**config.mk**
```make
export PLATFORM = sky130hd
export DESIGN_NAME = submod_baz
export DESIGN_NICKNAME = d
export VERILOG_FILES = /design/src/rtl/submod_baz.sv
export SDC_FILE = /design/constraint.sdc
export NUM_CORES = 2
export LEC_CHECK = 0
export CAP_MARGIN = 20
export CORE_MARGIN = 8
export CORE_UTILIZATION = 25
export DETAILED_ROUTE_END_ITERATION = 10
export SLEW_MARGIN = 20
export SYNTH_ARGS = -nofsm -noshare
export SYNTH_HDL_FRONTEND = slang
export SYNTH_SLANG_ARGS = --single-unit
```
**constraint.sdc**
```tcl
create_clock -name clk -period 4.2 [get_ports clk]
set_clock_uncertainty 0.15 [all_clocks]
set_input_delay 0.63 -clock clk [delete_from_list [all_inputs] [get_ports clk]]
set_output_delay 0.63 -clock clk [all_outputs]
set_load 0.1 [all_outputs]
```
**src/rtl/submod_baz.sv**
```systemverilog
// Host-bus submodule: channel registers, status, RAM window and a handshaked
// bridge to a slow external peripheral. Optional ack timeout: SUBMOD_BAZ_TIMEOUT_EN.
module submod_baz #(
  parameter int AW        = 24,
  parameter int DW        = 32,
  parameter int NREG      = 4,
  parameter int RAM_BASE  = 'h100,
  parameter int RAM_DEPTH = 64,
  parameter int EXT_BASE  = 'h200,
  parameter int EXT_AW    = 2,
  parameter int EXT_DW    = 8,
  parameter int TIMEOUT   = 15
) (
  input  logic              clk,
  input  logic              rst_n,
  input  logic [AW-1:0]     bus_addr,
  input  logic [DW-1:0]     bus_wdata,
  input  logic              bus_we,
  input  logic              bus_re,
  output logic [DW-1:0]     bus_rdata,
  output logic              bus_rvalid,
  output logic              busy,
  output logic [EXT_AW-1:0] ext_addr,
  output logic [EXT_DW-1:0] ext_wdata,
  output logic              ext_we,
  output logic              ext_re,
  input  logic [EXT_DW-1:0] ext_rdata,
  input  logic              ext_ack
);

  localparam int RIW = (NREG > 1) ? $clog2(NREG) : 1;
  localparam int RAW = (RAM_DEPTH > 1) ? $clog2(RAM_DEPTH) : 1;
  localparam logic [AW-1:0] REG_END = AW'(NREG);
  localparam logic [AW-1:0] RAM_LO  = AW'(RAM_BASE);
  localparam logic [AW-1:0] RAM_HI  = AW'(RAM_BASE + RAM_DEPTH - 1);
  localparam logic [AW-1:0] EXT_LO  = AW'(EXT_BASE);
  localparam logic [AW-1:0] EXT_HI  = AW'(EXT_BASE + (2 ** EXT_AW) - 1);

  typedef enum logic [1:0] {IDLE, REQ, RESP} state_t;

  function automatic logic [7:0] sat_inc(input logic [7:0] v);
    return (v == 8'hFF) ? v : v + 8'd1;
  endfunction

  function automatic logic [DW-1:0] ext_zext(input logic [EXT_DW-1:0] d);
    logic [DW-1:0] r;
    r = '0;
    r[EXT_DW-1:0] = d;
    return r;
  endfunction

  state_t state, state_nxt;
  logic [DW-1:0]  regs [NREG];
  logic [DW-1:0]  mem  [RAM_DEPTH];
  logic [7:0]     drop_cnt, tmo_cnt;
  logic           op_rd;
  logic [DW-1:0]  rdata_p1;
  logic           vld_p1;
  logic           resp_vld;
  logic [DW-1:0]  rd_mux;

  logic hit_reg, hit_stat, hit_ram, hit_ext;
  logic wr_go, rd_go, drop, ext_start, ack_ok, tmo_hit;
  logic [RIW-1:0] reg_idx;
  logic [RAW-1:0] ram_idx;

  assign hit_reg  = bus_addr < REG_END;
  assign hit_stat = bus_addr == REG_END;
  assign hit_ram  = (bus_addr >= RAM_LO) && (bus_addr <= RAM_HI);
  assign hit_ext  = (bus_addr >= EXT_LO) && (bus_addr <= EXT_HI);
  assign reg_idx  = bus_addr[RIW-1:0];
  assign ram_idx  = RAW'(bus_addr - RAM_LO);

  // A simultaneous write wins over the read; anything arriving while busy is dropped.
  assign wr_go     = bus_we & ~busy;
  assign rd_go     = bus_re & ~bus_we & ~busy;
  assign drop      = (bus_we | bus_re) & busy;
  assign ext_start = (wr_go | rd_go) & hit_ext;
  assign ack_ok    = (state == REQ) & ext_ack;

`ifdef SUBMOD_BAZ_TIMEOUT_EN
  logic [7:0] wait_cnt;

  always_ff @(posedge clk or negedge rst_n) begin
    if (!rst_n)              wait_cnt <= '0;
    else if (state != REQ)   wait_cnt <= '0;
    else                     wait_cnt <= wait_cnt + 8'd1;
  end

  assign tmo_hit = (state == REQ) & ~ext_ack & (wait_cnt == 8'(TIMEOUT - 1));
`else
  assign tmo_hit = 1'b0;
`endif

  always_ff @(posedge clk or negedge rst_n) begin
    if (!rst_n) state <= IDLE;
    else        state <= state_nxt;
  end

  always_comb begin
    state_nxt = state;
    case (state)
      IDLE:    if (ext_start) state_nxt = REQ;
      REQ:     if (ack_ok || tmo_hit) state_nxt = op_rd ? RESP : IDLE;
      RESP:    state_nxt = IDLE;
      default: state_nxt = IDLE;
    endcase
  end

  always_comb begin
    busy     = (state != IDLE);
    ext_we   = (state == REQ) & ~op_rd;
    ext_re   = (state == REQ) & op_rd;
    resp_vld = (state == RESP);
  end

  always_comb begin
    rd_mux = '0;
    if (hit_reg)       rd_mux = regs[reg_idx];
    else if (hit_stat) rd_mux[15:0] = {drop_cnt, tmo_cnt};
    else if (hit_ram)  rd_mux = mem[ram_idx];
  end

  always_ff @(posedge clk or negedge rst_n) begin
    if (!rst_n) begin
      for (int i = 0; i < NREG; i++) regs[i] <= '0;
    end else if (wr_go && hit_reg) begin
      regs[reg_idx] <= bus_wdata;
    end
  end

  always_ff @(posedge clk) begin
    if (wr_go && hit_ram) mem[ram_idx] <= bus_wdata;
  end

  always_ff @(posedge clk or negedge rst_n) begin
    if (!rst_n) begin
      drop_cnt <= '0;
      tmo_cnt  <= '0;
    end else if (wr_go && hit_stat) begin
      drop_cnt <= '0;
      tmo_cnt  <= '0;
    end else begin
      if (drop)    drop_cnt <= sat_inc(drop_cnt);
      if (tmo_hit) tmo_cnt  <= sat_inc(tmo_cnt);
    end
  end

  always_ff @(posedge clk or negedge rst_n) begin
    if (!rst_n) begin
      op_rd     <= 1'b0;
      ext_addr  <= '0;
      ext_wdata <= '0;
    end else if (ext_start) begin
      op_rd     <= ~bus_we;
      ext_addr  <= bus_addr[EXT_AW-1:0];
      ext_wdata <= bus_wdata[EXT_DW-1:0];
    end
  end

  // Read return stage: local reads one cycle after bus_re, external reads in RESP.
  always_ff @(posedge clk or negedge rst_n) begin
    if (!rst_n) begin
      vld_p1   <= 1'b0;
      rdata_p1 <= '0;
    end else begin
      vld_p1 <= rd_go & ~hit_ext;
      if (rd_go && !hit_ext)         rdata_p1 <= rd_mux;
      else if (ack_ok && op_rd)      rdata_p1 <= ext_zext(ext_rdata);
      else if (tmo_hit && op_rd)     rdata_p1 <= ext_zext('1);
    end
  end

  assign bus_rdata  = rdata_p1;
  assign bus_rvalid = vld_p1 | resp_vld;

endmodule

```
==> flow_metrics.tcl <==
set metrics [dict create \
    netlist.area_leader.share_pct 71.3 \
    cts_max_level 4 \
    die_h_um 603 \
    start_kind "flip-flop" \
    grt_max_degree 84 \
    placed_cell_area_um2 97100 \
    synth_area_leader_cell "edfxtp_1" \
    period_minus_slack_ns 3.61 \
    drt-total-wl_um 287000 \
    critPathMaxFanout 2 \
    tightest_slew_ns 1.22 \
    ys_top_cells_by_area "edfxtp_1 71%, mux4_2 12%, dfrtp_1 5.3%" \
    fin_ws_ns 0.589 \
    intPower_uw 36000 \
    synth_cells 4130 \
    timing_hold_violations_final 0 \
    final_cell_mix "2048 x edfxtp_1, 476 x mux4_2, 305 x buf_4, 222 x clkbuf_16, 182 x dfrtp_1" \
    critPathMaxStageDelay_ns 1.26 \
    ys_seq_area_share_pct 76.6 \
    fin_util_pct 30.4 \
    p_leak_uw 0.0337 \
    detail-route-antenna-nets 0 \
    ir_drop_mv 0.355 \
    combPwrFrac_pct 5.5 \
    synthesis.area_um2 86200 \
    layout_commonest_cell "edfxtp_1" \
    ys_seq_elements 2230 \
    num_vias 47358 \
    critPathTopFamily "buffers and inverters" \
    drt_iter0_markers 6810 \
    crit_chain "clkdlybuf4s50_1" \
    vias_per_cell 5.03 \
    path_class "flip-flop to output pin" \
    place_ws_ns 0.286 \
    die_x_um 603 \
    syn_to_final_growth_pct 21.0 \
    clockRootBuffer "clkbuf_16" \
    total_power_uw 46400 \
    status "finished clean" \
    synth_flop_cell "edfxtp_1" \
    rows 215 \
    clk_pin_slew_ns 0.06 \
    grt_antenna_before_repair 36 \
    grtUsageTotal_pct 15.3 \
    power.density_nw_per_um2 445 \
    gp_congestion 0.896 \
    clock-sinks 2230 \
    grt_pass1_vias 46422 \
    dieArea_um2 364000 \
    maxSlewViolCount 0 \
    start_util_pct 25.1 \
    relSlewSlack_pct 16.7 \
    core-area_um2 343000 \
    synthArstFlopShare_pct 8.16 \
    route.detailed.wl_per_inst_um 30.5 \
    drc 0 \
    fmax_mhz 277 \
    gr-total-overflow 0 \
    setup_violations 0 \
    clk_latency_ns 0.88 \
    cp.buffers_inverters 1 \
    critical_path_required_ns 3.42 \
    cts_tree "done" \
    postCtsSetupRepairBufs 0 \
    cp.arrival_ns 2.83 \
    endpoint_kind "output pin" \
    io_pins 115 \
    drive_above_1_share_pct 30.4 \
    crit_path_top_delay_cell "clkdlybuf4s50_1" \
    maxCapViolCount 0 \
    period_share_pct 86.0 \
    firstDrtPassIters 8 \
    cts_buffers 221 \
    hpwlAfterDp_um 188000 \
    switching_share_pct 22.5 \
    p_seq_share_pct 52.4 \
    nNetsFinal 4724 \
    power.switching_uw 10400 \
    io_buffers 114 \
    clockBufferDepth 3 \
    grt_pass1_wl_um 392000 \
    fin_setup_tns_ns 0 \
    rsz0062_at_grt "no" \
    hold_class "input pin to flip-flop" \
    clkPwrFrac_pct 42.1 \
    fill_cells 33104 \
    postLayoutCellArea_um2 104000 \
    synth_cell_types 66 \
    synth-edff-count 2048 \
    syn_nets 4200 \
    syn_area_per_cell_um2 20.9 \
    ys_warn_count 0 \
]
==> repair_timing <==
item                      4_1_cts  5_1_grt
resized for setup               0        0
hold buffers                    1        0
hold endpoints to repair       80        0
==> area by class of cell <==
| class | count | area [µm²] | share of cell area, % |
|---|---|---|---|
| Antenna cell | 10 | 25.0 | 0.0240 |
| Sequential cell | 2230 | 66100 | 63.3 |
| Timing Repair Buffer | 537 | 5740 | 5.50 |
| Tap cell | 4557 | 5700 | 5.47 |
| Multi-Input combinational cell | 1656 | 19600 | 18.8 |
| Clock buffer | 277 | 5850 | 5.61 |
| Inverter | 8 | 32.5 | 0.0312 |
| Clock inverter | 137 | 1300 | 1.25 |
==> cell families (layout without fill, tap and decap cells) <==
family                   after synthesis  after routing  synth area share (%)
AO/OA/AOI/OAI                        434            434                  3.48
buffers and inverters                244            959                  1.30
flip-flops                          2230           2230                  76.6
other                                  0             10                     0
adder cells (fa/ha/maj)                1              1                0.0145
XOR/XNOR                               7              7                0.0711
AND/OR/NAND/NOR                      437            437                  2.38
multiplexers                         777            777                  16.1
==> cells in the mapped netlist (52+ instances only) <==
library cell / number
o21ai_0: 55
dfrtp_1: 182
nand3_1: 52
o22ai_1: 69
a21oi_1: 70
mux4_2: 476
nand2_1: 133
mux2i_1: 152
mux2_2: 108
buf_2: 54
clkbuf_1: 124
edfxtp_1: 2048
nor2_1: 133
==> sequential cells by signal (all words and copies together) (netlist names) <==
name       cells
vld_p1         1
bus_rdata     32
drop_cnt       8
op_rd          1
mem         2048
state          2
regs         128
ext_addr       2
ext_wdata      8
==> power groups by stage <==
stage / Clock [µW] / Combinational [µW] / Sequential [µW]
final: 19500 / 2560 / 24300
after global routing: 20600 / 2650 / 24300
after CTS: 19800 / 2550 / 24300
after detailed placement: 0 / 2540 / 24800
after global placement: 0 / 2510 / 24800
after floorplan: 0 / 1020 / 24900
==> through the flow <==
step | cells | hold WS, ns
2_1_floorplan | 4130 | 0.184
3_3_place_gp | 8987 | 0.316
3_5_place_dp | 8987 | 0.321
4_1_cts | 9402 | 0.0509
5_1_grt | 9403 | 0.0901
6_report | 9412 | 0.102
==> metal layers <==
metal	global-route usage, %	up-vias	routed length, µm
li1	-	18344	-
met1	20.4	25390	112000
met2	23.6	2970	129000
met3	3.52	640	29400
met4	7.10	14	16400
met5	0	-	102
==> final timing paths <==
check                               from             to  slack, ns  depth (start not counted)
max                        bus_rdata[23]  bus_rdata[23]       0.59                          1
min                        bus_wdata[29]    mem[24][29]       0.10                          1
max reg2reg                     state[0]  bus_rdata[11]       1.17                         10
min reg2reg                     regs[58]       regs[58]       0.34                          1
max in group asynchronous          rst_n  bus_rdata[27]       2.71                          3
min in group asynchronous          rst_n   ext_wdata[7]       0.24                          2
Power figures use the tool's default switching activity.
